$ cat src/rtl/fb_swap_if.sv
// Signal bundle between the drawing client, the VGA timing side, the swap
// controller and the two framebuffer bank write ports.
interface fb_swap_if #(
  parameter int unsigned ADDR_WIDTH = 17,
  parameter int unsigned MEM_WIDTH  = 8
);
  logic                  v_sync;
  logic                  swap_req;
  logic                  clear_req;
  logic [MEM_WIDTH-1:0]  clear_color;
  logic                  usr_wen;
  logic [ADDR_WIDTH-1:0] usr_addr;
  logic [MEM_WIDTH-1:0]  usr_din;
  logic                  usr_ready;
  logic                  busy;
  logic                  swap_done;
  logic                  front_sel;
  logic                  bank0_we;
  logic                  bank1_we;
  logic [ADDR_WIDTH-1:0] wr_addr;
  logic [MEM_WIDTH-1:0]  wr_din;

  modport master (
    output v_sync, swap_req, clear_req, clear_color, usr_wen, usr_addr, usr_din,
    input  usr_ready, busy, swap_done, front_sel, bank0_we, bank1_we, wr_addr, wr_din
  );

  modport slave (
    input  v_sync, swap_req, clear_req, clear_color, usr_wen, usr_addr, usr_din,
    output usr_ready, busy, swap_done, front_sel, bank0_we, bank1_we, wr_addr, wr_din
  );
endinterface

$ cat src/rtl/fb_swap_ctrl.sv
// Double-buffer controller: routes client writes to the back bank, clears the
// back bank in hardware and swaps front/back only at the falling edge of v_sync.
module fb_swap_ctrl #(
  parameter int unsigned RES_X     = 320,
  parameter int unsigned RES_Y     = 240,
  parameter int unsigned MEM_WIDTH = 8
) (
  input  logic   clk,
  input  logic   rst_n,
  fb_swap_if.slave bus
);
  localparam int unsigned MEM_DEPTH  = RES_X * RES_Y;
  localparam int unsigned ADDR_WIDTH = $clog2(MEM_DEPTH);

  typedef enum logic [1:0] {
    ST_IDLE    = 2'd0,
    ST_CLEAR   = 2'd1,
    ST_WAIT_VS = 2'd2
  } state_t;

  state_t                state_q,     state_d;
  logic [ADDR_WIDTH-1:0] clr_addr_q,  clr_addr_d;
  logic [MEM_WIDTH-1:0]  clr_color_q, clr_color_d;
  logic                  swap_pend_q, swap_pend_d;
  logic                  front_sel_q, front_sel_d;
  logic                  swap_done_q, swap_done_d;
  logic                  vs_q;
  logic                  bank0_we_q,  bank0_we_d;
  logic                  bank1_we_q,  bank1_we_d;
  logic [ADDR_WIDTH-1:0] wr_addr_q,   wr_addr_d;
  logic [MEM_WIDTH-1:0]  wr_din_q,    wr_din_d;

  logic vs_fall;
  logic wr_c;
  logic usr_in_range;

  assign vs_fall      = vs_q & ~bus.v_sync;
  assign usr_in_range = 32'(bus.usr_addr) < MEM_DEPTH;

  // Registered state, flags and write port
  always_ff @(posedge clk or negedge rst_n) begin
    if (!rst_n) begin
      state_q     <= ST_IDLE;
      clr_addr_q  <= '0;
      clr_color_q <= '0;
      swap_pend_q <= 1'b0;
      front_sel_q <= 1'b0;
      swap_done_q <= 1'b0;
      vs_q        <= 1'b1;
      bank0_we_q  <= 1'b0;
      bank1_we_q  <= 1'b0;
      wr_addr_q   <= '0;
      wr_din_q    <= '0;
    end else begin
      state_q     <= state_d;
      clr_addr_q  <= clr_addr_d;
      clr_color_q <= clr_color_d;
      swap_pend_q <= swap_pend_d;
      front_sel_q <= front_sel_d;
      swap_done_q <= swap_done_d;
      vs_q        <= bus.v_sync;
      bank0_we_q  <= bank0_we_d;
      bank1_we_q  <= bank1_we_d;
      wr_addr_q   <= wr_addr_d;
      wr_din_q    <= wr_din_d;
    end
  end

  // Next-state and write-port decode
  always_comb begin
    state_d     = state_q;
    clr_addr_d  = clr_addr_q;
    clr_color_d = clr_color_q;
    swap_pend_d = swap_pend_q;
    front_sel_d = front_sel_q;
    swap_done_d = 1'b0;
    wr_c        = 1'b0;
    wr_addr_d   = '0;
    wr_din_d    = '0;

    unique case (state_q)
      ST_IDLE: begin
        if (bus.usr_wen && usr_in_range) begin
          wr_c      = 1'b1;
          wr_addr_d = bus.usr_addr;
          wr_din_d  = bus.usr_din;
        end
        if (bus.clear_req) begin
          state_d     = ST_CLEAR;
          clr_color_d = bus.clear_color;
          clr_addr_d  = '0;
          if (bus.swap_req) swap_pend_d = 1'b1;
        end else if (bus.swap_req) begin
          state_d = ST_WAIT_VS;
        end
      end

      ST_CLEAR: begin
        wr_c      = 1'b1;
        wr_addr_d = clr_addr_q;
        wr_din_d  = clr_color_q;
        if (bus.swap_req) swap_pend_d = 1'b1;
        if (clr_addr_q == ADDR_WIDTH'(MEM_DEPTH - 1)) begin
          clr_addr_d = '0;
          state_d    = (swap_pend_q || bus.swap_req) ? ST_WAIT_VS : ST_IDLE;
        end else begin
          clr_addr_d = clr_addr_q + ADDR_WIDTH'(1);
        end
      end

      ST_WAIT_VS: begin
        if (vs_fall) begin
          front_sel_d = ~front_sel_q;
          swap_done_d = 1'b1;
          swap_pend_d = 1'b0;
          state_d     = ST_IDLE;
        end
      end

      default: state_d = ST_IDLE;
    endcase

    // Back bank is the one not on screen; the write lands before any swap.
    bank0_we_d = wr_c &  front_sel_q;
    bank1_we_d = wr_c & ~front_sel_q;
  end

  assign bus.usr_ready = (state_q == ST_IDLE);
  assign bus.busy      = (state_q != ST_IDLE);
  assign bus.swap_done = swap_done_q;
  assign bus.front_sel = front_sel_q;
  assign bus.bank0_we  = bank0_we_q;
  assign bus.bank1_we  = bank1_we_q;
  assign bus.wr_addr   = wr_addr_q;
  assign bus.wr_din    = wr_din_q;
endmodule

$ cat src/flat_wrapper.sv
// flat-port wrapper written by rule: the top's interface ports become plain ports
module fb_swap_ctrl_flat 
#(
  parameter int unsigned RES_X     = 320,
  parameter int unsigned RES_Y     = 240,
  parameter int unsigned MEM_WIDTH = 8
)
  (clk, rst_n, bus_v_sync, bus_swap_req, bus_clear_req, bus_clear_color, bus_usr_wen, bus_usr_addr, bus_usr_din, bus_usr_ready, bus_busy, bus_swap_done, bus_front_sel, bus_bank0_we, bus_bank1_we, bus_wr_addr, bus_wr_din);
  fb_swap_if #(.ADDR_WIDTH(($clog2((RES_X * RES_Y)))), .MEM_WIDTH(MEM_WIDTH)) bus_i ();
  input  logic clk;
  input  logic rst_n;
  input wire logic [$bits(bus_i.v_sync)-1:0] bus_v_sync;
  input wire logic [$bits(bus_i.swap_req)-1:0] bus_swap_req;
  input wire logic [$bits(bus_i.clear_req)-1:0] bus_clear_req;
  input wire logic [$bits(bus_i.clear_color)-1:0] bus_clear_color;
  input wire logic [$bits(bus_i.usr_wen)-1:0] bus_usr_wen;
  input wire logic [$bits(bus_i.usr_addr)-1:0] bus_usr_addr;
  input wire logic [$bits(bus_i.usr_din)-1:0] bus_usr_din;
  output wire logic [$bits(bus_i.usr_ready)-1:0] bus_usr_ready;
  output wire logic [$bits(bus_i.busy)-1:0] bus_busy;
  output wire logic [$bits(bus_i.swap_done)-1:0] bus_swap_done;
  output wire logic [$bits(bus_i.front_sel)-1:0] bus_front_sel;
  output wire logic [$bits(bus_i.bank0_we)-1:0] bus_bank0_we;
  output wire logic [$bits(bus_i.bank1_we)-1:0] bus_bank1_we;
  output wire logic [$bits(bus_i.wr_addr)-1:0] bus_wr_addr;
  output wire logic [$bits(bus_i.wr_din)-1:0] bus_wr_din;
  assign bus_i.v_sync = bus_v_sync;
  assign bus_i.swap_req = bus_swap_req;
  assign bus_i.clear_req = bus_clear_req;
  assign bus_i.clear_color = bus_clear_color;
  assign bus_i.usr_wen = bus_usr_wen;
  assign bus_i.usr_addr = bus_usr_addr;
  assign bus_i.usr_din = bus_usr_din;
  assign bus_usr_ready = bus_i.usr_ready;
  assign bus_busy = bus_i.busy;
  assign bus_swap_done = bus_i.swap_done;
  assign bus_front_sel = bus_i.front_sel;
  assign bus_bank0_we = bus_i.bank0_we;
  assign bus_bank1_we = bus_i.bank1_we;
  assign bus_wr_addr = bus_i.wr_addr;
  assign bus_wr_din = bus_i.wr_din;
  fb_swap_ctrl #(.RES_X(RES_X), .RES_Y(RES_Y), .MEM_WIDTH(MEM_WIDTH)) u_core (.clk(clk), .rst_n(rst_n), .bus(bus_i));
endmodule
$ cat config.mk
export PLATFORM = sky130hd
export DESIGN_NAME = fb_swap_ctrl_flat
export DESIGN_NICKNAME = d
export VERILOG_FILES = /design/src/rtl/fb_swap_if.sv /design/src/rtl/fb_swap_ctrl.sv /design/src/flat_wrapper.sv
export SDC_FILE = /design/constraint.sdc
export NUM_CORES = 1
export LEC_CHECK = 0
export CORE_MARGIN = 2
export CORE_UTILIZATION = 51
export DETAILED_ROUTE_END_ITERATION = 10
export PLACE_DENSITY_LB_ADDON = 0.1
export SETUP_SLACK_MARGIN = 0.1
export SLEW_MARGIN = 20
export SYNTH_ARGS = -nofsm -noshare
export SYNTH_HDL_FRONTEND = slang
export SYNTH_SLANG_ARGS = --single-unit
$ cat constraint.sdc
create_clock -name clk -period 5.1 [get_ports clk]
set_clock_uncertainty 0.1 [all_clocks]
set_input_delay 0.51 -clock clk [delete_from_list [all_inputs] [get_ports clk]]
set_output_delay 0.51 -clock clk [all_outputs]
set_load 0.1 [all_outputs]
* After elaboration in Yosys (flattened, before gate mapping)
Cells that the tools add are included.
** Word-level totals
- Flip-flop bits (word level) :: 58
- Bits of input ports :: 39
- Output and inout bits :: 31
- Word-level logic and storage cells :: 57
** Operators by class
- Add/sub/neg operators :: 1
- $lt $le $gt $ge :: 1
- Equality and inequality tests :: 7
- Mux-type cells :: 21
- Bitwise operators :: 5
- Reduce and logical (&&, ||, !) cells :: 11
** Operator list (number)
- case mux 17 bit (2 select lines) :: 2
- two-way mux 17 bit :: 3
- adder 17 x 1 -> 17 bit, second input constant :: 1
- == test 17 bit, second input constant :: 1
- < comparator 17 bit, second input constant :: 1
- case mux 8 bit (2 select lines) :: 1
- two-way mux 2 bit :: 5
- two-way mux 8 bit :: 1
- two-way mux 1 bit :: 6
- case mux 2 bit (3 select lines) :: 1
- AND reduction 2 bit :: 3
- AND reduction 3 bit :: 2
- != test 2 x 1 -> 1 bit, second input constant :: 2
- nonzero test 2 bit :: 2
- AND 1 bit :: 3
- != test 3 bit, second input constant :: 1
- case mux 1 bit (3 select lines) :: 1
- nonzero test 3 bit :: 1
- == test 2 x 1 -> 1 bit, second input constant :: 1
- == test 2 bit, second input constant :: 1
- logical NOT 2 bit :: 1
- != test 2 bit, second input constant :: 1
- NOT 1 bit :: 2
- case mux 1 bit (2 select lines) :: 1
- 2 further kinds :: 2

* Depth between registers and ports, before layout
Gate-level depths: netlist of the first run.
- Depth in word-level cells :: 5
- Mapped depth :: 7
- Depth with buffers taken out :: 6

* Least setup slack after synthesis of the first run
OpenSTA, ideal clock, no wires.
- Path type :: register to output
- Start point :: reg u_core.state_q[1]
- End point :: out bus_busy
- Arrival time :: 2790 ps
- Data required time :: 4490 ps
- Path slack :: 1700 ps
- Stages on the path, launching flop included :: 4
- Path buffers :: 1
- Path through :: dfrtp_1 clkbuf_1 nor2_1 inv_1
** On the way
- Word-level cells in the longest chain between the ends :: 1
** Ends and longest elaborated chain
- start, declared :: RTL line fb_swap_ctrl.sv:21 : state_t state_q, state_d;
- start signal, assigned :: RTL line fb_swap_ctrl.sv:55 : state_q <= state_d;
- nonzero test 2 bit :: RTL line fb_swap_ctrl.sv:129 : assign bus.busy = (state_q != ST_IDLE);
- end, declared :: RTL line flat_wrapper.sv:20 : output wire logic [$bits(bus_i.busy)-1:0] bus_busy;
Every way passes these cells.

* Final worst setup path of the first run
- Start point :: reg u_core.state_q[1]
- End point :: out bus_usr_ready
** On the way
- Word-level cells in the longest chain between the ends :: 1
** Ends and longest elaborated chain
- logical NOT 2 bit :: RTL line fb_swap_ctrl.sv:128 : assign bus.usr_ready = (state_q == ST_IDLE);
- end, declared :: RTL line flat_wrapper.sv:19 : output wire logic [$bits(bus_i.usr_ready)-1:0] bus_usr_ready;
Every way passes these cells.

==> key figures, run 1 <==
Status
  • Outcome: completed

Floorplanning
  • Die ar.: around 0.0054 sq mm
  • Die Wd: 73.8 um
  • Die height: about 74 um
  • Row count: 25
  • I/O pin cnt: 70
  • Core Region: 0.00472 sq mm
  • Initial cell density of the core: a little over half

Setup path
  • Crit path capture type: output pin
  • CP startpoint: u_core.state_q[1]$_DFFE_PN0P_
  • WP data required: between 4 and 5 ns
  • CP Launch Type: flop
  • CP Data Arrival Time: ~2.2 ns
  • R2R Path Start: u_core.state_q[1]$_DFFE_PN0P_
  • Crit path max fanout: 8
  • WS Path Type: reg -> out

Final layout
  • Diodes inserted: 0
  • Layout cells sized above 1: between 10% and 20%
  • FF/Latch Area: 0.00145 sq mm
  • Area Overhead vs Synth: 37.2%
  • Multi-input gate area: 961 sq um
  • Non-Filler Instances: 356
  • Layout fillers: 329
  • Final #Nets: about 320

STA
  • Pins Over Slew Limit: 0
  • Final hold viol count: 0
  • Fin Hold WS: approximately 0.21 ns
  • Unrepaired setup endpoints after global routing: no
  • Setup ws final: 2.25 ns
  • Final Setup Violations: 0
  • Final Critical Period: around 2.9 ns
  • Slew HR: 34.0%
  • Worst-Margin Slew: between 0.9 and 1 ns
  • Fmax: ~0.35 GHz
  • Tcrit/Tclk final: around 56%
  • Setup TNS: 0 ns

Synthesis
  • Number of flops mapped to enable cells by yosys: 0
  • Ys async rst share: 100%
  • Register area share after synthesis: 58.4%
  • Most numerous cell in the Yosys netlist: dfrtp_1
  • Top area cells in the synthesized netlist: dfrtp_1 57%, a22o_1 7.8%, mux2_2 4.1%
  • Ys Warns: 0
  • Most used DFF post-synth: dfrtp_1
  • Synthesis-stage register bit count: between 50 and 60
  • Mapped Cells: between 200 and 250
  • Synthesized area per cell: roughly 12 sq um
  • Mapped cell area: approximately 0.0025 sq mm
  • Synthesized Nets: about 260
  • Synth cell types: between 40 and 50
  • Area leader, netlist: dfrtp_1
  • Yosys top cell area share: ~57%
  • List of most frequent post-synthesis cells: 57 x dfrtp_1, 22 x a22o_1, 21 x nand2_1

Drt
  • Starting DRC count in detailed routing: ~110
  • Post-DRT Antenna Nets: 0
  • Pre-Repair DR Iteration Count: 6
  • Drt drc: 0
  • Final Routed Wirelength: around 5.6 mm
  • Post-DR wirelength/cell: approximately 16 um
  • Routed via count: 1939
  • Vias per inst: between 5 and 6

Worst hold path
  • Hold WC Path Type: in -> async

Power and ir drop
  • Total leakage power: about 1.5 nW
  • Pwr Total: 2.19 mW
  • Peak supply drop: 384 uV
  • PwrDens: 643 mW/mm^2

Clocking
  • Resize count post-CTS: 0
  • CTS clk-pin slew, worst paths: about 0.07 ns
  • Hold_buf cts: 0
  • CTS tree: yes
  • Clock root buffer: clkbuf_8
  • Worst-Skew Late Latency: between 0.3 and 0.4 ns
  • Max Root-Sink Buffers: 2
  • CTS buffer count: 9
  • Htree depth: 3
  • CTS sink cnt: 58
  • Post-CTS setup buffer count: 0

Placement
  • Inst Count DP: between 300 and 400
  • IO buf count: 69
  • GP Congestion: 0.804
  • Setup WS pre-CTS: 2.34 ns
  • Detailed Place HPWL: roughly 3.7 mm

Global routing
  • First-pass GRT wire length: between 8 and 9 mm
  • Largest net degree at the start of global routing: 59
  • Gr ovfl total: 0
  • Initial antenna violation count: 0
  • Vias in the first global route: approximately 1800
  • GRT Util Overall: 22.3%

Run
  • Max_cap viols: 0
[worst paths after layout]
| check | endpoint | slack (ns) | cells after the start |
|---|---|---|---|
| min in group clk | u_core.bus.bank1_we$_DFF_PN0_ | 0.39 | 1 |
| min | u_core.bus.wr_din[0]$_DFF_PN0_ | 0.21 | 2 |
| max | bus_usr_ready | 2.25 | 2 |
| min reg2reg | u_core.bus.bank1_we$_DFF_PN0_ | 0.39 | 1 |
| max in group asynchronous | u_core.clr_addr_q[16]$_DFFE_PN0P_ | 4.21 | 2 |
| max reg2reg | u_core.clr_addr_q[2]$_DFFE_PN0P_ | 3.03 | 4 |
[final cells by class]
type | count | share of cell area, %
sequential | 58 | 42.6
multi-input combinational | 138 | 28.2
timing repair buffer | 70 | 20.3
clock buffer | 11 | 4.14
tap | 67 | 2.46
clock inverter | 5 | 1.58
inverter | 7 | 0.770
[critical path, stage by stage, from the launching register on]
cell	delay, ns
dfrtp_1	0.47
nor2_1	0.26
clkdlybuf4s50_1	1.18
[report_power, final]
group / internal, mW / leakage (nW) / switching [mW]
registers: 0.593 / 0.758 / 0.0954
clock network: 0.237 / 0.103 / 0.178
logic: 0.292 / 0.631 / 0.797
[layer usage]
layer	vias to the layer above	part of all wire (%)	GRT usage, %
met2	64	46	33.4
li1	923	-	-
met5	-	0	0
met1	947	47	30.7
met3	5	5.3	4.53
met4	0	1.1	10.9
[cells in the final DEF, fill, tap and decap left out, types with 3 or more instances in the layout]
master	n
o21ai_1	5
inv_1	7
nand2_1	21
a22o_1	22
clkdlybuf4s50_1	68
o21ai_0	5
dfrtp_1	57
clkinv_2	3
nand3_1	9
nor2_1	10
mux2_2	9
a21oi_1	8
clkbuf_8	10
mux2i_1	3
a31oi_1	4
[flip-flops by register name (all words and copies together), names as in the netlist]
name and flops:
u_core.bus.swap_done 1, u_core.bus.wr_din 8, u_core.clr_color_q 8, u_core.bus.wr_addr 17, u_core.vs_q 1, u_core.state_q 2, u_core.clr_addr_q 17, u_core.swap_pend_q 1
u_core.bus.bank0_we 1, u_core.bus.bank1_we 1, u_core.bus.front_sel 1
[metrics by stage]
| step | utilization (%) | cell area, sq um |
|---|---|---|
| after floorplan | - | 2490 |
| after global placement | 67.8 | 3200 |
| after detailed placement | 67.8 | 3200 |
| after CTS | 72.0 | 3400 |
| after global routing | 72.2 | 3410 |
| final | 72.2 | 3410 |
[cells by family after synthesis]
group | share of synthesized area [%]
AND/OR/NAND/NOR | 13.9
AO/OA/AOI/OAI | 17.8
flip-flops | 58.4
buffers and inverters | 3.67
multiplexers | 5.28
XOR/XNOR | 0.352
adder cells (fa/ha/maj) | 0.503
Power figures use the tool's default switching activity.
==> run 2, diff against run 1 <==
Settings changed: CORE_UTILIZATION 51 to 43.
Clock period 5.1 ns to 2.4 ns, I/O delays scaled along.
==> run 2 against run 1 <==
Critical path depth is 4 higher. Core utilization is 10 points lower. Sequential power is 110% higher. Cell count is 2.8% higher. Non-clock buffer count is 5 higher. Sequential share of layout area is 0.11 points lower. Global-route usage is 2.9 points lower. Setup slack worse by 1.9 ns. Critical endpoint is now u_core.clr_addr_q[5]$_DFFE_PN0P_.
==> key figures, run 2 (synthesized netlist as in run 1, its figures left out) <==
Clocking
  • CTS buffer count: 9
  • CTS tree: yes
  • Htree depth: 3
  • Max Root-Sink Buffers: 2
  • CTS clk-pin slew, worst paths: approximately 0.070 ns
  • CTS sink cnt: 58
  • Worst-Skew Late Latency: around 0.33 ns
  • Clock root buffer: clkbuf_8
  • Resize count post-CTS: 0

Final layout
  • Final #Nets: between 300 and 400
  • Post-layout util: approximately 60%
  • Area Overhead vs Synth: 37.6%
  • Layout cells sized above 1: 24.1%
  • Layout fillers: approximately 470
  • Diodes inserted: 0
  • Final instance area: 0.00342 sq mm
  • Leading cell type in the layout, fill and taps excluded: dfrtp_1
  • Commonest non-fill, non-tap cells in the layout: 57 x dfrtp_1, 37 x clkdlybuf4s50_1, 34 x buf_4, 22 x a22o_1, 21 x nand2_1

Floorplanning
  • Die height: between 80 and 90 um
  • Die ar.: around 0.0064 sq mm
  • Die Wd: between 80 and 90 um
  • Row count: 27
  • Core Region: around 0.0055 sq mm
  • I/O pin cnt: 70
  • Initial cell density of the core: between 40 and 50%

Setup path
  • Crit path capture type: flop
  • Reg2Reg Setup Slack: 0.37 ns
  • CP Cell Sequence: ha_1, nand4_2, nor3_4, a21oi_2, a21oi_1, o22ai_1
  • Critical Path Max Stage Delay: approximately 0.4 ns
  • CP Capture Point: u_core.clr_addr_q[5]$_DFFE_PN0P_
  • Worst-path cell with the longest stage delay: dfrtp_1
  • CP Launch Type: flop
  • Reg2reg end: u_core.clr_addr_q[5]$_DFFE_PN0P_
  • CP Data Arrival Time: 2.14 ns
  • R2R Path Start: u_core.clr_addr_q[0]$_DFFE_PN0P_
  • WP data required: around 2.5 ns
  • R2r worst-path depth: 6
  • Crit path max fanout: 14
  • CP startpoint: u_core.clr_addr_q[0]$_DFFE_PN0P_
  • WS Path Type: reg -> reg

Global routing
  • Initial antenna violation count: 0
  • First-pass GRT wire length: around 9.3 mm
  • Gr ovfl total: 0
  • GRT Util Overall: between 10% and 20%
  • Largest net degree at the start of global routing: 33
  • Vias in the first global route: about 1800

STA
  • Worst-Margin Slew: roughly 0.67 ns
  • Tcrit/Tclk final: a little over four fifths
  • Pins Over Slew Limit: 0
  • Final Setup Violations: 0
  • Final hold viol count: 0
  • Slew HR: about 56%
  • Unrepaired setup endpoints after global routing: no
  • Final Critical Period: between 2 and 2.5 ns
  • Fmax: 0.493 GHz
  • Fin Hold WS: between 0.2 and 0.25 ns
  • Setup TNS: 0 ns
  • Setup ws final: around 0.37 ns

Power and ir drop
  • PwrDens: approximately 1400 mW/mm^2
  • Sw Ratio: between 40 and 50%
  • Sequential Power Share: 30.6%
  • Net Sw Power: around 2.3 mW
  • Combinational power share: between 40% and 50%
  • Clock power share: between 20% and 30%
  • Total leakage power: ~1.6 nW
  • Int Pwr: approximately 2.5 mW
  • Peak supply drop: 896 uV

Drt
  • Drt drc: 0
  • Vias per inst: about 5.3
  • Pre-Repair DR Iteration Count: 4
  • Routed via count: roughly 2000
  • Final Routed Wirelength: 5.78 mm
  • Starting DRC count in detailed routing: 117
  • Post-DR wirelength/cell: approximately 16 um
  • Post-DRT Antenna Nets: 0

Placement
  • Setup WS pre-CTS: around 0.36 ns
  • GP Congestion: 0.780
  • Area after DPL: 0.00319 sq mm
  • IO buf count: between 60 and 70
  • Detailed Place HPWL: 4.03 mm

Status
  • Outcome: completed

Worst hold path
  • Hold WC Path Type: in -> reg

Run
  • Max_cap viols: 0
==> run 2: repair_timing <==
item / CTS / global route
hold buffers: 1 / 0
buffers inserted: 0 / 0
endpoints found under the hold margin: 25 / 0
==> run 2: final cells by class <==
cell class / count / area (sq um) / share of cell area (%)
well taps: 72 / 90.1 / 2.63
clock inverters: 5 / 77.6 / 2.27
inverters: 7 / 26.3 / 0.768
repair buffers: 75 / 681 / 19.9
flip-flops and latches: 58 / 1450 / 42.5
multi-input cells: 138 / 952 / 27.8
clock buffers: 11 / 141 / 4.13
==> run 2: how the worst min path moves through the flow <==
stage	startpoint	endpoint	slack (ns)	cells after the start
4_1_cts	bus_v_sync	u_core.vs_q$_DFF_PN1_	0.22	1
2_1_floorplan	rst_n	u_core.bus.bank0_we$_DFF_PN0_	-0.16	0
3_5_place_dp	rst_n	u_core.bus.wr_din[5]$_DFF_PN0_	0.20	1
3_3_place_gp	rst_n	u_core.bus.wr_din[5]$_DFF_PN0_	0.20	1
6_report	bus_v_sync	u_core.vs_q$_DFF_PN1_	0.24	1
5_1_grt	bus_v_sync	u_core.vs_q$_DFF_PN1_	0.25	1
==> run 2: per-stage QoR <==
stage | cells | total power [mW]
after floorplan | 215 | 3.26
after global placement | 349 | 3.79
after detailed placement | 349 | 3.82
after CTS | 366 | 4.82
after global routing | 366 | 5.02
final | 366 | 4.78
==> run 2: critical path, delay by kind of cell, from the launching register on <==
kind,cells,cell delay (ns)
AOI/OAI and AO/OA,3,0.56
adders and majority gates,1,0.29
DFF,1,0.40
and+or+nand+nor,2,0.56
==> run 2: routing by layer <==
metal / part of all wire, % / vias to the layer above / routed length [um] / track usage [%]
met1: 47 / 946 / 2700 / 28.0
met3: 6.9 / 6 / 399 / 5.77
li1: - / 930 / - / -
met4: 0.88 / 0 / 51 / 6.95
met2: 45 / 64 / 2620 / 27.7
met5: 0 / - / 0 / 0
==> run 2: power by group through the flow <==
stage | Clock [mW] | Combinational (mW) | Sequential (mW)
global route | 1.06 | 2.45 | 1.50
finish | 0.992 | 2.32 | 1.46
CTS | 1.01 | 2.34 | 1.47
global placement | 0 | 2.32 | 1.47
floorplan | 0 | 0.855 | 2.40
detailed placement | 0 | 2.33 | 1.49
==> run 3, diff against run 2 <==
Clock period 2.4 ns to 1.8 ns, I/O delays scaled along.
==> run 3 against run 2 <==
Core utilization grew 8.2 points. Clock-buffer cell count unchanged. Maximum frequency grew 20%. Sequential cell count did not move. Sequential power up 31%. Die area is the same. Setup slack got worse by 0.27 ns. Largest cell class unchanged. First-iteration DRC count grew 38%. Critical path type unchanged. Combinational power grew 61%. Critical endpoint is now u_core.clr_addr_q[12]$_DFFE_PN0P_. Register-to-register slack lost 0.27 ns.
==> key figures, run 3 (synthesized netlist as in run 1, its figures left out) <==
Floorplanning
  • I/O pin cnt: 70
  • Die height: 80.0 um
  • Initial cell density of the core: 44.9%
  • Core Region: ~0.0055 sq mm
  • Row count: 27
  • Die ar.: 0.00641 sq mm
  • Die Wd: 80.0 um

Setup path
  • CP Launch Type: flop
  • CP Data Arrival Time: between 1.5 and 2 ns
  • WS Path Type: reg -> reg
  • Crit path capture type: flop
  • Worst path top cell family by delay: simple AND/OR/NAND/NOR gates
  • WP buf/inv: 1
  • Crit. path cell count: 6
  • WP data required: 1.93 ns
  • CP Cell Sequence: nor4bb_2, and3_4, buf_6, a21o_1, or2_0, mux2i_1
  • Critical Path Max Stage Delay: between 0.4 and 0.5 ns
  • Crit path max fanout: 4
  • Worst-path cell with the longest stage delay: dfrtp_1
  • R2r worst-path depth: 6

Placement
  • Detailed Place HPWL: 4.43 mm
  • IO buf count: between 60 and 70
  • GP Congestion: about 0.81
  • Setup WS pre-CTS: -0.0316 ns

Final layout
  • Multi-input gate area: between 0.001 and 0.0015 sq mm
  • Leading cell type in the layout, fill and taps excluded: buf_4
  • Diodes inserted: 0
  • Layout cells sized above 1: a little over a third
  • FF/Latch Area: 0.00145 sq mm
  • Area Overhead vs Synth: 55.9%
  • Post-layout util: 70.0%
  • Commonest non-fill, non-tap cells in the layout: 57 x buf_4, 56 x dfrtp_1, 37 x clkdlybuf4s50_1, 22 x a22o_1, 20 x nand2_1
  • Layout fillers: 428
  • Final #Nets: ~360

Drt
  • Pre-Repair DR Iteration Count: 4
  • Routed via count: 2090
  • Starting DRC count in detailed routing: between 150 and 200
  • Post-DR wirelength/cell: about 16 um
  • Final Routed Wirelength: 6.56 mm
  • Drt drc: 0
  • Post-DRT Antenna Nets: 0
  • Vias per inst: 5.24

STA
  • Fmax: between 0.5 and 0.6 GHz
  • Unrepaired setup endpoints after global routing: yes
  • Slew HR: roughly two thirds
  • Final hold viol count: 0
  • Pins Over Slew Limit: 0
  • Setup ws final: between 0.1 and 0.15 ns
  • Final Setup Violations: 0
  • Worst-Margin Slew: around 0.53 ns
  • Tcrit/Tclk final: between 90% and 100%
  • Final Critical Period: around 1.7 ns

Clocking
  • CTS tree: yes
  • CTS buffer count: 9
  • Htree depth: 3
  • Max Root-Sink Buffers: 2
  • CTS clk-pin slew, worst paths: about 0.070 ns
  • Worst-Skew Late Latency: between 0.3 and 0.4 ns
  • Clock root buffer: clkbuf_8
  • CTS sink cnt: 58

Power and ir drop
  • Peak supply drop: approximately 1000 uV
  • Total leakage power: between 1.5 and 2 nW
  • Pwr Total: ~7 mW
  • PwrDens: ~1800 mW/mm^2

Global routing
  • First-pass GRT wire length: 10.6 mm
  • Vias in the first global route: ~2200
  • Gr ovfl total: 0
  • Largest net degree at the start of global routing: 30
  • GRT Util Overall: between 20% and 30%
  • Initial antenna violation count: 0

Status
  • Outcome: completed

Worst hold path
  • Hold Crit Depth: 1
  • Hold WC Path Type: in -> reg

Run
  • Max_cap viols: 0
[run 3: area by class of cell]
class | count | area share (%)
inverters | 7 | 0.678
multi-input cells | 139 | 27.9
flip-flops and latches | 58 | 37.5
repair buffers | 107 | 26.0
clock inverters | 5 | 2.00
clock buffers | 11 | 3.65
well taps | 72 | 2.32
[run 3: layer usage]
layer	vias to the layer above	track usage (%)	wire (um)
met5	-	0	0
li1	998	-	-
met1	1004	28.8	2880
met3	14	7.47	421
met2	74	34.7	3150
met4	0	8.31	114
[run 3: power breakdown]
part           internal [mW]  leakage [nW]  total (mW)  switching, mW
Sequential              1.68         0.756        1.91          0.231
Combinational           1.23         0.946        3.73           2.50
Clock                  0.812         0.109        1.33          0.519
Total                   3.72          1.81        6.97           3.25
[run 3: worst paths after layout]
kind                                                         from                           endpoint  slack (ns)
worst max-delay path            u_core.clr_addr_q[15]$_DFFE_PN0P_  u_core.clr_addr_q[12]$_DFFE_PN0P_        0.11
worst min-delay path                                   bus_v_sync              u_core.vs_q$_DFF_PN1_        0.17
worst max register to register  u_core.clr_addr_q[15]$_DFFE_PN0P_  u_core.clr_addr_q[12]$_DFFE_PN0P_        0.11
worst min register to register  u_core.clr_color_q[6]$_DFFE_PN0P_     u_core.bus.wr_din[6]$_DFF_PN0_        0.39
max in group asynchronous                                   rst_n   u_core.clr_addr_q[3]$_DFFE_PN0P_        0.81
min in group asynchronous                                   rst_n  u_core.clr_color_q[6]$_DFFE_PN0P_        0.25
[run 3: through the flow]
step | hold WS (ns) | std cells | TNS [ns] | cell area [sq um]
2_1_floorplan | -0.216 | 215 | -2.74 | 2570
3_3_place_gp | 0.0832 | 375 | 0 | 3510
3_5_place_dp | 0.0894 | 375 | -0.0999 | 3510
4_1_cts | 0.158 | 396 | 0 | 3810
5_1_grt | 0.178 | 399 | 0 | 3880
6_report | 0.166 | 399 | 0 | 3880
[run 3: what timing repair did]
| action | CTS | global route |
|---|---|---|
| hold endpoints to repair | 18 | 0 |
| resized for setup | 5 | 13 |
| setup buffers | 3 | 4 |
| hold buffers | 1 | 0 |
| endpoints found under the setup margin | 12 | 16 |
| cloned | 1 | 0 |
| pin swaps | 3 | 10 |
